`config.mk`:
```
export PLATFORM = sky130hd
export DESIGN_NAME = parking_payment_ctrl
export DESIGN_NICKNAME = d
export VERILOG_FILES = /design/src/rtl/parking_pkg.sv /design/src/rtl/pay_timeout_timer.sv /design/src/rtl/parking_payment_ctrl.sv
export SDC_FILE = /design/constraint.sdc
export NUM_CORES = 1
export LEC_CHECK = 0
export BUFFER_PORTS_ARGS = -buffer_cell sky130_fd_sc_hd__buf_2
export CORE_MARGIN = 1.5
export CORE_UTILIZATION = 51
export CTS_CLUSTER_SIZE = 24
export DETAILED_ROUTE_END_ITERATION = 12
export PLACE_DENSITY = 0.72
export SYNTH_ARGS = -nofsm -noshare
export SYNTH_HDL_FRONTEND = slang
export SYNTH_SLANG_ARGS = --single-unit
```
`constraint.sdc`:
```
create_clock -name clk -period 5.6 [get_ports clk]
set_clock_uncertainty 0.1 [all_clocks]
set_input_delay 0.28 -clock clk [delete_from_list [all_inputs] [get_ports clk]]
set_output_delay 0.28 -clock clk [all_outputs]
set_load 0.01 [all_outputs]
```
`src/rtl/parking_pkg.sv`:
```
// Shared definitions for the parking exit payment path.
//   FEE_W    : default width of fee, credit and change values
//   pay_state_t : payment controller state encoding
//   sat_add  : unsigned add that clamps at 2^w-1 (w <= 64)
package parking_pkg;

  localparam int FEE_W = 32;

  typedef enum logic [2:0] {
    PAY_IDLE    = 3'd0,
    PAY_COLLECT = 3'd1,
    PAY_SETTLE  = 3'd2,
    PAY_REFUND  = 3'd3,
    PAY_DONE    = 3'd4
  } pay_state_t;

  // Operands are zero-extended into 64 bits by the caller. The result is
  // clamped to the largest w-bit value, so the caller can truncate safely.
  function automatic logic [63:0] sat_add(input logic [63:0] a,
                                          input logic [63:0] b,
                                          input int unsigned w);
    logic [64:0] sum;
    logic [64:0] lim;
    sum = {1'b0, a} + {1'b0, b};
    lim = (65'd1 << w) - 65'd1;
    return (sum > lim) ? lim[63:0] : sum[63:0];
  endfunction

endpackage

```
`src/rtl/pay_timeout_timer.sv`:
```
// Idle timer for the COLLECT state.
//   clk, rst : clock, synchronous active-low reset
//   clear    : restart the count at 0 (takes priority over enable)
//   enable   : advance the count by one per cycle
//   expired  : high in the cycle the count sits at TIMEOUT_CYC-1 while
//              enabled and not being cleared
module pay_timeout_timer #(
  parameter int TIMEOUT_CYC = 1000
) (
  input  logic clk,
  input  logic rst,
  input  logic clear,
  input  logic enable,
  output logic expired
);

  localparam int CNT_W = $clog2(TIMEOUT_CYC);
  localparam logic [CNT_W-1:0] LAST = CNT_W'(TIMEOUT_CYC - 1);

  logic [CNT_W-1:0] cnt;

  // NOTE: registers are updated with non-blocking assignments so every
  // always_ff reads the pre-edge value of every other register.
  always_ff @(posedge clk) begin
    if (!rst) begin
      cnt <= '0;
    end else if (clear) begin
      cnt <= '0;
    end else if (enable && cnt != LAST) begin
      cnt <= cnt + 1'b1;
    end
  end

  assign expired = enable && !clear && (cnt == LAST);

endmodule

```
`src/rtl/parking_payment_ctrl.sv`:
```
// Exit-side payment controller. Latches the fee presented by the parking
// FSM, accumulates coin/card credit, and either settles (payment_received +
// change) or refunds the credit on cancel, fee_ready drop or idle timeout.
//   fee_ready/fee          : exit car waiting, amount due
//   coin_valid/coin_value  : one-cycle credit strobe
//   cancel                 : one-cycle abort strobe (COLLECT only)
//   payment_received, change_valid, change_amount : settlement result
//   refund_valid, refund_amount, timeout_err      : abort result
//   coin_reject            : coin offered outside COLLECT was returned
//   amount_due, paid_total, busy                  : session status
// All outputs are registered.
module parking_payment_ctrl
  import parking_pkg::*;
#(
  parameter int FEE_W       = parking_pkg::FEE_W,
  parameter int COIN_W      = 8,
  parameter int TIMEOUT_CYC = 1000
) (
  input  logic              clk,
  input  logic              rst,
  input  logic              fee_ready,
  input  logic [FEE_W-1:0]  fee,
  input  logic              coin_valid,
  input  logic [COIN_W-1:0] coin_value,
  input  logic              cancel,
  output logic              payment_received,
  output logic              change_valid,
  output logic [FEE_W-1:0]  change_amount,
  output logic              refund_valid,
  output logic [FEE_W-1:0]  refund_amount,
  output logic              coin_reject,
  output logic              timeout_err,
  output logic [FEE_W-1:0]  amount_due,
  output logic [FEE_W-1:0]  paid_total,
  output logic              busy
);

  pay_state_t       state, state_next;
  logic [FEE_W-1:0] paid_next;
  logic             timeout_hit;
  logic             expired;
  logic             in_collect;

  assign in_collect = (state == PAY_COLLECT);

  // Restart on entry (any non-COLLECT cycle) and on every accepted coin.
  pay_timeout_timer #(
    .TIMEOUT_CYC(TIMEOUT_CYC)
  ) u_timer (
    .clk    (clk),
    .rst    (rst),
    .clear  (!in_collect || coin_valid),
    .enable (in_collect),
    .expired(expired)
  );

  // NOTE: every signal driven here gets a default first, so no path through
  // the case statement can leave one unassigned and infer a latch.
  always_comb begin
    state_next  = state;
    paid_next   = paid_total;
    timeout_hit = 1'b0;

    if (in_collect && coin_valid) begin
      paid_next = FEE_W'(sat_add(64'(paid_total), 64'(coin_value), FEE_W));
    end

    case (state)
      PAY_IDLE: begin
        if (fee_ready) begin
          state_next = (fee == '0) ? PAY_SETTLE : PAY_COLLECT;
        end
      end
      PAY_COLLECT: begin
        // Settle is judged on the post-coin total, so a covering coin wins
        // over a cancel or fee_ready drop in the same cycle.
        if (paid_next >= amount_due) begin
          state_next = PAY_SETTLE;
        end else if (cancel || !fee_ready) begin
          state_next = PAY_REFUND;
        end else if (expired) begin
          state_next  = PAY_REFUND;
          timeout_hit = 1'b1;
        end
      end
      PAY_SETTLE: state_next = PAY_DONE;
      PAY_REFUND: state_next = PAY_IDLE;
      PAY_DONE: begin
        if (!fee_ready) begin
          state_next = PAY_IDLE;
        end
      end
      default: state_next = PAY_IDLE;
    endcase
  end

  always_ff @(posedge clk) begin
    if (!rst) begin
      state            <= PAY_IDLE;
      payment_received <= 1'b0;
      change_valid     <= 1'b0;
      change_amount    <= '0;
      refund_valid     <= 1'b0;
      refund_amount    <= '0;
      coin_reject      <= 1'b0;
      timeout_err      <= 1'b0;
      amount_due       <= '0;
      paid_total       <= '0;
      busy             <= 1'b0;
    end else begin
      state            <= state_next;
      // SETTLE and REFUND last exactly one cycle, so these stay single pulses.
      payment_received <= (state_next == PAY_SETTLE);
      change_valid     <= (state_next == PAY_SETTLE);
      refund_valid     <= (state_next == PAY_REFUND);
      timeout_err      <= timeout_hit;
      coin_reject      <= coin_valid && !in_collect;
      busy             <= (state_next != PAY_IDLE);

      if (state == PAY_IDLE && fee_ready) begin
        amount_due    <= fee;
        paid_total    <= '0;
        change_amount <= '0;
        refund_amount <= '0;
      end else begin
        paid_total <= paid_next;
      end

      if (in_collect && state_next == PAY_SETTLE) begin
        change_amount <= paid_next - amount_due;
      end
      if (in_collect && state_next == PAY_REFUND) begin
        refund_amount <= paid_next;
      end
    end
  end

endmodule

```
After elaboration in Yosys (flattened, before gate mapping)
Cells that the tools add are included.

Bits in registers: 146. Word-level logic and storage cells: 59. Output and inout port bits: 134. Input port bits: 45.

Equal/unequal tests: 7. Reductions and logical operators: 21. $add $sub $neg: 3. Bitwise logic cells: 2. Magnitude comparators: 2. Muxes and demuxes: 13.

Operator list (count): 32-bit 2-to-1 mux (5); 32-bit by 8-bit adder with 33-bit output (1); 33-bit by 32-bit > comparator with 1-bit output (second input constant) (1); 32-bit >= comparator (1); 32-bit logical NOT (1); 32-bit subtractor (1); 3-bit 2-to-1 mux (5); 3-bit one-hot mux with 4 select lines (1); 10-bit by 1-bit adder with 10-bit output (second input constant) (1); 10-bit equality test (second input constant) (1); 10-bit != test (second input constant) (1); 3-bit by 2-bit equality test with 1-bit output (second input constant) (3); 1-bit logical AND (8); 2-bit nonzero test (2); 2-bit OR reduction (2); 4-bit OR reduction (1); 3-bit by 1-bit equality test with 1-bit output (second input constant) (1); 3-bit equality test (second input constant) (1); 1-bit logical NOT (3); 3-bit logical NOT (1); 3-bit nonzero test (1); 1-bit logical OR (2); 2-bit 2-to-1 mux (1); 1-bit NOT (2); 1-bit 2-to-1 mux (1).

Depth between registers and ports, before layout
Gate-level depths: netlist (run 1).

Depth in word-level cells: 13. Mapped depth: 23. Mapped depth without buffers: 20.

By module
A second synthesis (run 1) with hierarchy kept.

Cells, all modules: 1070. Area, all modules: 8383.0 µm².

Modules (own cells, without submodules): parking_payment_ctrl (times used 1, area each 7808.7 µm², sequential area each 2722.6 µm², cells each 1006); pay_timeout_timer (times used 1, area each 574.3 µm², sequential area each 200.2 µm², cells each 64).

Worst setup path after synthesis (run 1)
Ideal clock, no wire load.

Path kind: register -> register. From: register paid_total[0]. To: register refund_valid. Period minus slack after synthesis: 4.498 ns. Library setup time: 0.115 ns. Data required time: 5.385 ns. Stages on the path, launching flop included: 23. Buffers on the path: 4. Setup slack: 1.102 ns. Arrival time: 4.283 ns. Path through: dfxtp_1 ha_1 inv_1 fa_1 nor2b_1 o21ai_1 a21oi_1 o211a_1 buf_2 o2111ai_1 xnor2_1 or2_2 ha_1 buf_2 nand4_2 or2_0 a2bb2oi_1 a221oi_4 nor3_4 and3_1 buf_4 buf_6 and2_1.

Cells in the longest elaborated chain, start to end: 8.

RTL lines: start, declared (RTL line parking_payment_ctrl.sv:34) `output logic [FEE_W-1:0] paid_total,`; start signal, assigned (RTL line parking_payment_ctrl.sv:126) `paid_total <= paid_next;`; 32-bit by 8-bit adder with 33-bit output (*) (RTL line parking_pkg.sv:24) `sum = {1'b0, a} + {1'b0, b};`; 33-bit by 32-bit > comparator with 1-bit output (RTL line parking_pkg.sv:26) `return (sum > lim) ? lim[63:0] : sum[63:0];`; 32-bit 2-to-1 mux (*) (RTL line parking_pkg.sv:26); 32-bit 2-to-1 mux (*) (RTL line parking_payment_ctrl.sv:64) `if (in_collect && coin_valid) begin`; via paid_next[20] (RTL line parking_payment_ctrl.sv:39) `logic [FEE_W-1:0] paid_next;`; 32-bit >= comparator (*) (RTL line parking_payment_ctrl.sv:77) `if (paid_next >= amount_due) begin`; 3-bit 2-to-1 mux (*) (RTL line parking_payment_ctrl.sv:77); 3-bit one-hot mux with 4 select lines (*) (RTL line parking_payment_ctrl.sv:68) `case (state)`; 3-bit by 2-bit equality test with 1-bit output (*) (RTL line parking_payment_ctrl.sv:115) `refund_valid <= (state_next == PAY_REFUND);`; end signal, assigned (RTL line parking_payment_ctrl.sv:115); end, declared (RTL line parking_payment_ctrl.sv:29) `output logic refund_valid,`.

The timed path passes the listed nets; every way through them passes the cells marked *. A chain may end at the register's enable or synchronous reset.

Worst setup path after layout (run 1)
From: register paid_total[0]. To: register change_amount[29].

Cells in the longest elaborated chain, start to end: 10. Elaborated cells between the ends (all ways): 12. Those cells by class: 2 x add/sub; 2 x order compare; 1 x eq/ne; 5 x mux; 2 x reduce/logical.

RTL lines: 32-bit by 8-bit adder with 33-bit output (*) (RTL line parking_pkg.sv:24); 33-bit by 32-bit > comparator with 1-bit output (RTL line parking_pkg.sv:26); 32-bit 2-to-1 mux (*) (RTL line parking_pkg.sv:26); 32-bit 2-to-1 mux (*) (RTL line parking_payment_ctrl.sv:64); via paid_next[1] (RTL line parking_payment_ctrl.sv:39); 32-bit >= comparator (RTL line parking_payment_ctrl.sv:77); 3-bit 2-to-1 mux (RTL line parking_payment_ctrl.sv:77); 3-bit one-hot mux with 4 select lines (RTL line parking_payment_ctrl.sv:68); 3-bit by 2-bit equality test with 1-bit output (RTL line parking_payment_ctrl.sv:129) `if (in_collect && state_next == PAY_SETTLE) begin`; 1-bit logical AND (RTL line parking_payment_ctrl.sv:129); 32-bit 2-to-1 mux / 2-bit nonzero test (equally long branches); end signal, assigned (RTL line parking_payment_ctrl.sv:130) `change_amount <= paid_next - amount_due;`; end, declared (RTL line parking_payment_ctrl.sv:28) `output logic [FEE_W-1:0] change_amount,`.

Marked as above.

==> impl_metrics.py, run 1 <==
metrics = {
    "synth": {
        "synth_edf_count": 0,
        "yosysWarnings": 0,
        "synthTopCellsByArea": "dfxtp_1 34%, nand2_1 6.2%, ha_1 6.0%, a21boi_1 3.2%, a21oi_1 3.2%",
        "synth_cell_types": 87,
        "yosysSeqAreaShare_pct": 34.1,
        "synthArstFlopShare_pct": 0,
        "syn_nets": 1146,
        "synth_ff_type": "dfxtp_1",
        "synth_top_area_share_pct": 34.1,
        "synthesis.area_um2": 8570,
        "synth-seq-cells": 146,
        "post-synth-top-area-cell": "dfxtp_1",
        "syn_inst": 1058,
        "syn_avg_cell_area_um2": 8.10,
    },
    "grt": {
        "grt_pass1_wl_um": 40000,
        "grt_antenna_before_repair": 0,
        "grt_start_max_net_pins": 111,
        "grt-ovfl-total": 0,
        "first_global_vias": 7612,
        "grt.total_usage_pct": 28.7,
    },
    "worst_setup_path": {
        "critPathMaxFanout": 12,
        "worstPathCellList": "ha_1 > inv_1 > fa_1 > nor2b_1 > o21ai_1 > a21oi_1 > o211a_2 > o2111ai_2 > a31oi_1 > inv_1 > fa_1 > nand2b_1 > a211oi_2 > o311ai_2 > a21oi_2 > o31a_2 > nand2_1 > o31ai_1",
        "cpPeakStageDelay_ns": 0.45,
        "crit_arrival_ns": 5.44,
        "cp-start-kind": "flip-flop",
        "critPathCaptureType": "flip-flop",
        "critPathRequiredTime_ns": 5.84,
        "cp_slowest_cell": "a31oi_1",
        "path_class": "reg2reg",
    },
    "layout": {
        "layout_commonest_cell": "buf_2",
        "finalInstanceArea_um2": 10200,
        "diodes": 0,
        "drive_gt1_share_pct": 21.4,
        "fin_nets": 1297,
        "multiInputGateArea_um2": 5140,
        "layout_common_cells": "178 x buf_2, 146 x dfxtp_1, 142 x nand2_1",
        "regArea_um2": 2920,
        "fill_cells": 1535,
        "utilization_pct": 61.5,
        "area.growth.synth_to_final_pct": 18.6,
    },
    "clock_network": {
        "cts_tree": "yes",
        "cts_root_buffer": "clkbuf_16",
        "path_clk_slew_ns": 0.07,
        "clockBufferDepth": 2,
        "clock-sinks": 146,
        "postCtsSetupBuffers": 0,
        "htreeDepth": 4,
        "clkLatencyLatePin_ns": 0.43,
        "cts_buffers": 17,
    },
    "sta": {
        "slew_headroom_pct": 35.0,
        "slew_violations": 0,
        "hold_viol_final": 0,
        "fin_crit_sh_pct": 92.9,
        "setup_violations": 0,
        "rsz0062_at_grt": "false",
        "worstMarginPinSlew_ns": 0.975,
        "finalCriticalPeriod_ns": 5.20,
        "fmax_mhz": 192,
        "setup_tns_ns": 0,
    },
    "job": {
        "max_cap_violations": 0,
    },
    "pwr": {
        "swShare_pct": 31.9,
        "p_int_mw": 1.98,
        "ir_drop_v": 0.000231,
        "clockPowerShare_pct": 40.7,
        "pwr-share-comb_pct": 21.3,
        "p_per_area_nw_per_um2": 285,
        "power_frac_seq_pct": 37.9,
        "p_leak_nw": 4.61,
        "switchingPower_mw": 0.924,
    },
    "floorplan": {
        "start_util_pct": 51.9,
        "die_x_um": 133,
        "dieArea_um2": 17600,
        "ios": 179,
        "fp-row-count": 47,
        "dieHeight_um": 133,
        "core_um2": 16500,
    },
    "route": {
        "vias": 8238,
        "antenna_left": 0,
        "drtIter0Drc": 641,
        "dr.pass1.iters": 5,
        "wl_per_cell_um": 17.7,
        "routed_wl_um": 25500,
        "remaining_drc_errors": 0,
        "routed_via_density": 5.71,
    },
    "place": {
        "placed_area_um2": 9560,
        "hpwlAfterDp_um": 18900,
        "io_buffer_count": 178,
        "gp_congestion": 0.964,
    },
    "worst_hold_path": {
        "hold_class": "in2reg",
    },
    "status": {
        "outcome": "finished clean",
    },
}
kinds of logic after synthesis:
family	count (synthesis)	synth area share, %
multiplexers	7	0.817
AND/OR/NAND/NOR	416	24.4
flip-flops	146	34.1
buffers and inverters	119	6.07
XOR/XNOR	43	4.39
adder cells (fa/ha/maj)	43	6.45
AO/OA/AOI/OAI	284	23.8
final timing paths:
kind / from / end / slack (ns) / cells after the start
worst min-delay path: fee[10] / amount_due[10]$_SDFFE_PN0P_ / 0.005 / 3
worst max register to register: paid_total[0]$_SDFF_PP0_ / change_amount[29]$_SDFFE_PN0P_ / 0.40 / 18
worst min register to register: change_amount[24]$_SDFFE_PN0P_ / change_amount[24]$_SDFFE_PN0P_ / 0.36 / 2
worst max-delay path: paid_total[0]$_SDFF_PP0_ / change_amount[29]$_SDFFE_PN0P_ / 0.40 / 18
through the flow:
step                total power, mW  hold WS, ns  setup WS [ns]  instances
floorplan                      1.57        0.294           1.10       1058
global placement               1.73        0.351          0.497       1410
detailed placement             1.73        0.352          0.346       1410
CTS                            2.90      0.00265          0.315       1442
global route                   3.02       0.0153         0.0177       1442
finish                         2.90      0.00535          0.397       1442
critical path: cells and delay by family, from the launching register on:
family / cells / cell delay [ns]
adders and majority gates: 3 / 1.01
AOI/OAI and AO/OA: 10 / 2.88
and+or+nand+nor: 3 / 0.53
buffers and inverters: 2 / 0.19
DFF: 1 / 0.37
state kept, by name (all words and copies together), names as in the netlist:
| signal | count |
|---|---|
| paid_total | 32 |
| refund_valid | 1 |
| change_valid | 1 |
| u_timer.cnt | 10 |
| coin_reject | 1 |
| amount_due | 32 |
| busy | 1 |
| change_amount | 32 |
| state | 3 |
| timeout_err | 1 |
| refund_amount | 32 |
power groups by stage:
stage	Sequential, mW	Combinational [mW]	Clock, mW
finish	1.10	0.619	1.18
global route	1.10	0.683	1.23
CTS	1.10	0.616	1.19
detailed placement	1.12	0.611	0
global placement	1.12	0.607	0
floorplan	1.13	0.440	0
cell usage after synthesis, drive strengths merged, types with 3 or more instances:
cell and n:
dfxtp 146, nand2 143, a21boi 73, nor2 64, inv 60, a21oi 56, nand3 51, ha 41
and3 38, o21ai 37, clkbuf 34, xnor2 28, buf 25, o21a 21, nand4 20, nor3 18
a31oi 15, xor2 15, a21o 14, nor2b 13, nor4 12, a211oi 11, and2 11, nand2b 11
o211ai 11, o2111ai 9, or2 9, mux2i 7, or3 7, nand3b 5, nor3b 5, o21bai 5
and4 4, a211o 3, a41oi 3, o311ai 3
layer usage:
metal | vias up | routed length [µm] | share of wire (%) | GRT usage (%)
li1 | 4077 | - | - | -
met1 | 3848 | 11500 | 45 | 37.9
met2 | 267 | 11900 | 47 | 46.9
met3 | 46 | 1420 | 5.6 | 5.10
met4 | 0 | 639 | 2.5 | 10.9
met5 | - | 0 | 0 | 0
timing repair:
item / in CTS / in global routing
resized for setup: 0 / 3
hold buffers: 0 / 0
endpoints found under the setup margin: 0 / 36
endpoints found under the hold margin: 0 / 0
area by class of cell:
cell class	count	area share, %
sequential	146	28.8
clock inverter	14	1.71
timing repair buffer	191	9.76
clock buffer	18	4.22
inverter	60	2.22
multi-input combinational	793	50.6
tap	220	2.71
No activity file was read; power rests on OpenSTA's default activity.
==> run 2: changes to the inputs <==
Settings changed: BUFFER_PORTS_ARGS -buffer_cell sky130_fd_sc_hd__buf_2 to -buffer_cell sky130_fd_sc_hd__buf_4.
==> run 2 against run 1 <==
Critical path depth increased by 4; via count increased by 0.47%; sequential share of layout area decreased by 1.4 points; non-clock buffer count increased by 4; sequential cell count unchanged; register-to-register slack got worse by 0.097 ns; sequential power about the same; combinational power increased by 4.8%; global-route usage increased by 0.30 points; first-iteration DRC count decreased by 18%; highest routed layer unchanged.
==> impl_metrics.py, run 2 (synthesized netlist as in run 1, its figures left out) <==
metrics = {
    "status": {
        "outcome": "finished clean",
    },
    "worst_setup_path": {
        "cp-start-kind": "flip-flop",
        "path_class": "reg2reg",
        "critPathCaptureType": "flip-flop",
        "critPathRequiredTime_ns": 5.83,
        "crit_arrival_ns": 5.52,
        "critPathMaxFanout": 30,
    },
    "grt": {
        "grt_start_max_net_pins": 111,
        "grt-ovfl-total": 0,
        "first_global_vias": 7662,
        "grt_pass1_wl_um": 40400,
        "grt.total_usage_pct": 29.0,
        "grt_antenna_before_repair": 0,
    },
    "route": {
        "wl_met1_um": 11700,
        "vias": 8277,
        "antenna_left": 0,
        "drtIter0Drc": 526,
        "met3WireLength_um": 1240,
        "routed_wl_um": 25700,
        "remaining_drc_errors": 0,
        "routed_via_density": 5.72,
        "top_layer_used": "met4",
        "wl_per_cell_um": 17.8,
        "wl_met2_um": 12100,
        "dr.pass1.iters": 5,
    },
    "floorplan": {
        "dieHeight_um": 133,
        "ios": 179,
        "start_util_pct": 51.9,
        "dieArea_um2": 17600,
        "fp-row-count": 47,
        "die_x_um": 133,
        "core_um2": 16500,
    },
    "layout": {
        "area.growth.synth_to_final_pct": 24.6,
        "layout_commonest_cell": "buf_4",
        "drive_gt1_share_pct": 21.8,
        "fill_cells": 1462,
        "diodes": 0,
        "layout_common_cells": "192 x buf_4, 146 x dfxtp_1, 142 x nand2_1",
        "finalInstanceArea_um2": 10700,
        "fin_nets": 1301,
    },
    "clock_network": {
        "cts_tree": "yes",
        "cts_root_buffer": "clkbuf_16",
        "cts_buffers": 17,
        "htreeDepth": 4,
        "clock-sinks": 146,
        "postCtsSetupBuffers": 0,
        "clockBufferDepth": 2,
        "clkLatencyLatePin_ns": 0.43,
        "path_clk_slew_ns": 0.07,
    },
    "place": {
        "gp_congestion": 0.957,
        "io_buffer_count": 178,
        "hpwlAfterDp_um": 19200,
        "placed_area_um2": 10000,
    },
    "sta": {
        "setup_violations": 0,
        "slew_violations": 0,
        "hold_viol_final": 0,
        "finalCriticalPeriod_ns": 5.30,
        "slew_headroom_pct": 32.1,
        "fmax_mhz": 189,
        "setup_tns_ns": 0,
        "rsz0062_at_grt": "false",
        "fin_crit_sh_pct": 94.6,
        "worstMarginPinSlew_ns": 1.02,
    },
    "job": {
        "max_cap_violations": 0,
    },
    "pwr": {
        "p_leak_nw": 4.69,
        "p_per_area_nw_per_um2": 277,
        "ir_drop_v": 0.000233,
    },
    "worst_hold_path": {
        "hold_class": "in2reg",
    },
}
==> run 2: worst paths after layout <==
check | from | cells after the start | endpoint | slack (ns)
setup / recovery | paid_total[0]$_SDFF_PP0_ | 22 | refund_amount[17]$_SDFFE_PN0P_ | 0.30
hold reg to reg | change_amount[11]$_SDFFE_PN0P_ | 2 | change_amount[11]$_SDFFE_PN0P_ | 0.36
hold / removal | fee[30] | 3 | amount_due[30]$_SDFFE_PN0P_ | 0.01
setup reg to reg | paid_total[0]$_SDFF_PP0_ | 22 | refund_amount[17]$_SDFFE_PN0P_ | 0.30
==> run 2: final cells by class <==
| type | count | area (µm²) | area share (%) |
|---|---|---|---|
| Inverter | 60 | 225 | 2.11 |
| Clock buffer | 17 | 425 | 3.98 |
| Clock inverter | 15 | 190 | 1.78 |
| Multi-Input combinational cell | 793 | 5150 | 48.2 |
| Sequential cell | 146 | 2920 | 27.4 |
| Timing Repair Buffer | 195 | 1490 | 14.0 |
| Tap cell | 220 | 275 | 2.58 |
==> run 2: report_power, final <==
| part | switching, mW | total (mW) | internal (mW) |
|---|---|---|---|
| clock network | 0.498 | 1.21 | 0.714 |
| logic | 0.387 | 0.649 | 0.262 |
| registers | 0.0298 | 1.10 | 1.07 |
| total | 0.915 | 2.96 | 2.05 |
==> run 2: what timing repair did <==
item | 4_1_cts | 5_1_grt
hold buffers | 1 | 0
endpoints found under the hold margin | 1 | 0
setup endpoints to repair | 0 | 35
gates resized for setup | 0 | 3
==> run 2: critical path, stage by stage, from the launching register on <==
cell and delay [ns]:
dfxtp_1 0.38, ha_1 0.18, inv_1 0.05, fa_1 0.40, nor2b_1 0.13, o21ai_1 0.10
a21oi_2 0.23, o211a_2 0.40, o2111ai_2 0.28, nand2_1 0.23, o22ai_1 0.13, ha_1 0.25
fa_1 0.38, nand2b_1 0.20, a211oi_2 0.33, o311ai_2 0.18, a21oi_2 0.31, nor3_4 0.10
nand3_2 0.19, buf_12 0.19, buf_4 0.21, a21oi_1 0.05, o21a_1 0.19
==> run 2: per-layer routing <==
| metal | track usage, % | vias up |
|---|---|---|
| met1 | 38.6 | 3901 |
| met4 | 10.2 | 0 |
| met3 | 5.29 | 45 |
| met5 | 0 | - |
| met2 | 47.2 | 265 |
| li1 | - | 4066 |
==> run 2: through the flow <==
step | power (mW) | cells | setup WS, ns | hold WS [ns] | util, %
6_report | 2.96 | 1446 | 0.301 | 0.0124 | 64.6
4_1_cts | 2.97 | 1446 | 0.133 | 0.00580 | 64.6
3_3_place_gp | 1.76 | 1413 | 0.345 | 0.354 | 60.8
3_5_place_dp | 1.76 | 1413 | 0.161 | 0.350 | 60.8
2_1_floorplan | 1.57 | 1058 | 1.10 | 0.294 | -
5_1_grt | 3.09 | 1446 | 0.0250 | 0.0143 | 64.6
==> run 3: changes to the inputs <==
Settings changed: ABC_AREA set to 1.
==> run 3 against run 2 <==
Die area up 3.0%; largest power group is now combinational cells; first-iteration DRC count rose by 75%; sequential power grew 5%; largest cell class unchanged; total power is 20% higher; count of clock-buffer cells in the layout up 4; clock power down 4%; cell count up 16%.
==> impl_metrics.py, run 3 <==
metrics = {
    "synth": {
        "synth_compound_area_share_pct": 15.6,
        "post-synth-top-area-cell": "dfxtp_1",
        "synthTopCellsByArea": "dfxtp_1 33%, nand2_1 11%, nand3_1 9.2%, a21oi_1 8.4%, inv_1 6.0%",
        "synth_top_family_by_area": "simple AND/OR/NAND/NOR gates",
        "yosysWarnings": 0,
        "yosysSeqAreaShare_pct": 33.1,
        "synth.mux.area_fraction_pct": 0,
        "synth_top_cells_by_count": "260 x nand2_1, 163 x nand3_1, 149 x a21oi_1",
        "synthArstFlopShare_pct": 0,
        "synthesis.area_um2": 8830,
        "synth_adder_area_share_pct": 6.26,
        "yosysMostFrequentCell": "nand2_1",
        "synth_xor_area_share_pct": 1.59,
        "synth_top_area_share_pct": 33.1,
        "synth_edf_count": 0,
        "syn_inst": 1297,
        "synth_cell_types": 51,
        "synth_ff_type": "dfxtp_1",
        "synth-seq-cells": 146,
        "synthSimpleGateAreaFrac_pct": 33.5,
        "syn_nets": 1385,
        "syn_avg_cell_area_um2": 6.81,
    },
    "sta": {
        "hold_viol_final": 0,
        "setup_violations": 0,
        "worstMarginPinSlew_ns": 1.15,
        "fin_crit_sh_pct": 87.9,
        "hold_ws_ns": 0.0146,
        "finalCriticalPeriod_ns": 4.92,
        "slew_violations": 0,
        "rsz0062_at_grt": "false",
        "setup_tns_ns": 0,
        "slew_headroom_pct": 23.4,
        "layout_setup_ws_ns": 0.678,
        "fmax_mhz": 203,
    },
    "route": {
        "routed_wl_um": 28200,
        "remaining_drc_errors": 0,
        "antenna_left": 0,
        "dr.pass1.iters": 8,
        "routed_via_density": 5.56,
        "vias": 9361,
        "drtIter0Drc": 920,
        "wl_per_cell_um": 16.8,
    },
    "clock_network": {
        "postCtsSetupBuffers": 0,
        "cts_resized": 0,
        "htreeDepth": 4,
        "clockBufferDepth": 2,
        "cts_root_buffer": "clkbuf_16",
        "cts_buffers": 17,
        "path_clk_slew_ns": 0.06,
        "clock-sinks": 146,
        "hold_buffers": 0,
        "cts_tree": "yes",
        "clkLatencyLatePin_ns": 0.44,
    },
    "status": {
        "outcome": "finished clean",
    },
    "worst_setup_path": {
        "crit_arrival_ns": 5.17,
        "path_class": "reg2reg",
        "critPathMaxFanout": 24,
        "critPathRequiredTime_ns": 5.85,
        "critPathCaptureType": "flip-flop",
        "cp-start-kind": "flip-flop",
    },
    "layout": {
        "finalInstanceArea_um2": 10800,
        "area.growth.synth_to_final_pct": 22.4,
        "instances_no_fill": 1683,
        "diodes": 0,
        "layout_common_cells": "260 x nand2_1, 184 x buf_4, 163 x nand3_1",
        "fin_nets": 1538,
        "fill_cells": 1570,
        "utilization_pct": 64.5,
        "layout_commonest_cell": "nand2_1",
        "drive_gt1_share_pct": 19.5,
    },
    "pwr": {
        "ir_drop_v": 0.000223,
        "power_mw": 3.56,
        "p_per_area_nw_per_um2": 329,
        "p_leak_nw": 4.99,
    },
    "grt": {
        "grt_antenna_before_repair": 0,
        "grt.total_usage_pct": 31.1,
        "first_global_vias": 8366,
        "grt_start_max_net_pins": 106,
        "grt_pass1_wl_um": 44000,
        "grt-ovfl-total": 0,
    },
    "floorplan": {
        "start_util_pct": 52.7,
        "die_x_um": 135,
        "dieArea_um2": 18100,
        "fp-row-count": 47,
        "dieHeight_um": 135,
        "ios": 179,
        "core_um2": 16800,
    },
    "place": {
        "dp_cells": 1651,
        "io_buffer_count": 178,
        "placed_area_um2": 10200,
        "hpwlAfterDp_um": 22000,
        "gp_congestion": 0.976,
        "place_ws_ns": 0.782,
    },
    "job": {
        "max_cap_violations": 0,
    },
    "worst_hold_path": {
        "hold_class": "in2reg",
    },
}
## run 3: changes by cell type in the layout (fill, tap and decap cells not counted), sizes merged, moves of 18 or more
cell and delta:
and3 -36, a21boi -70, xnor2 -23, a21oi +96, o21ai +30, nand2 +127, nor2 +43, nand3 +118
inv +81, o21a -18
## run 3: worst paths after layout
kind                               start                       endpoint  slack (ns)  cells after the start
min                               fee[0]     amount_due[0]$_SDFFE_PN0P_        0.01                      3
max reg2reg     paid_total[0]$_SDFF_PP0_  change_amount[8]$_SDFFE_PN0P_        0.68                     25
max             paid_total[0]$_SDFF_PP0_  change_amount[8]$_SDFFE_PN0P_        0.68                     25
min reg2reg  u_timer.cnt[7]$_SDFFE_PP0P_    u_timer.cnt[7]$_SDFFE_PP0P_        0.37                      2
## run 3: kinds of logic (layout without fill, tap and decap cells)
logic type      Yosys count  count (layout)
compound gates          255             255
simple gates            634             634
buf+inv                 203             369
xor+xnor                 16              16
flops                   146             146
fa+ha+maj                43              43
## run 3: layout make-up
| class | instances | area (µm²) | share of cell area (%) |
|---|---|---|---|
| Timing Repair Buffer | 185 | 1400 | 13.0 |
| Tap cell | 220 | 275 | 2.55 |
| Sequential cell | 146 | 2920 | 27.0 |
| Clock inverter | 11 | 126 | 1.17 |
| Inverter | 152 | 579 | 5.36 |
| Multi-Input combinational cell | 948 | 5030 | 46.6 |
| Clock buffer | 21 | 470 | 4.35 |
## run 3: worst max-delay path, stage by stage, from the launching register on
cell      delay [ns]
dfxtp_1         0.38
ha_1            0.21
inv_1           0.07
fa_1            0.41
o21ai_2         0.26
nand4_1         0.11
nand2_1         0.36
nand4_2         0.17
a21boi_0        0.29
inv_1           0.12
ha_1            0.23
fa_1            0.38
inv_1           0.09
nand3_1         0.07
nand2_1         0.13
nand2_1         0.06
nand2_1         0.12
nand2_1         0.11
nand3_2         0.10
nand2_2         0.09
nand3_4         0.11
nand3_4         0.09
nor2_4          0.30
buf_12          0.21
nand3_1         0.11
a21oi_1         0.15
## run 3: where the power goes
part	total (mW)	internal, mW	switching, mW
sequential	1.16	1.11	0.0489
combinational	1.24	0.417	0.821
clock	1.16	0.694	0.463
total	3.56	2.22	1.33
## run 3: metal layers
layer / track usage [%] / share of wire [%] / vias up
met5: 0 / 0 / -
met4: 9.50 / 2.3 / 0
met3: 5.82 / 6.3 / 53
met2: 51.9 / 47 / 357
met1: 40.8 / 44 / 4332
li1: - / - / 4619
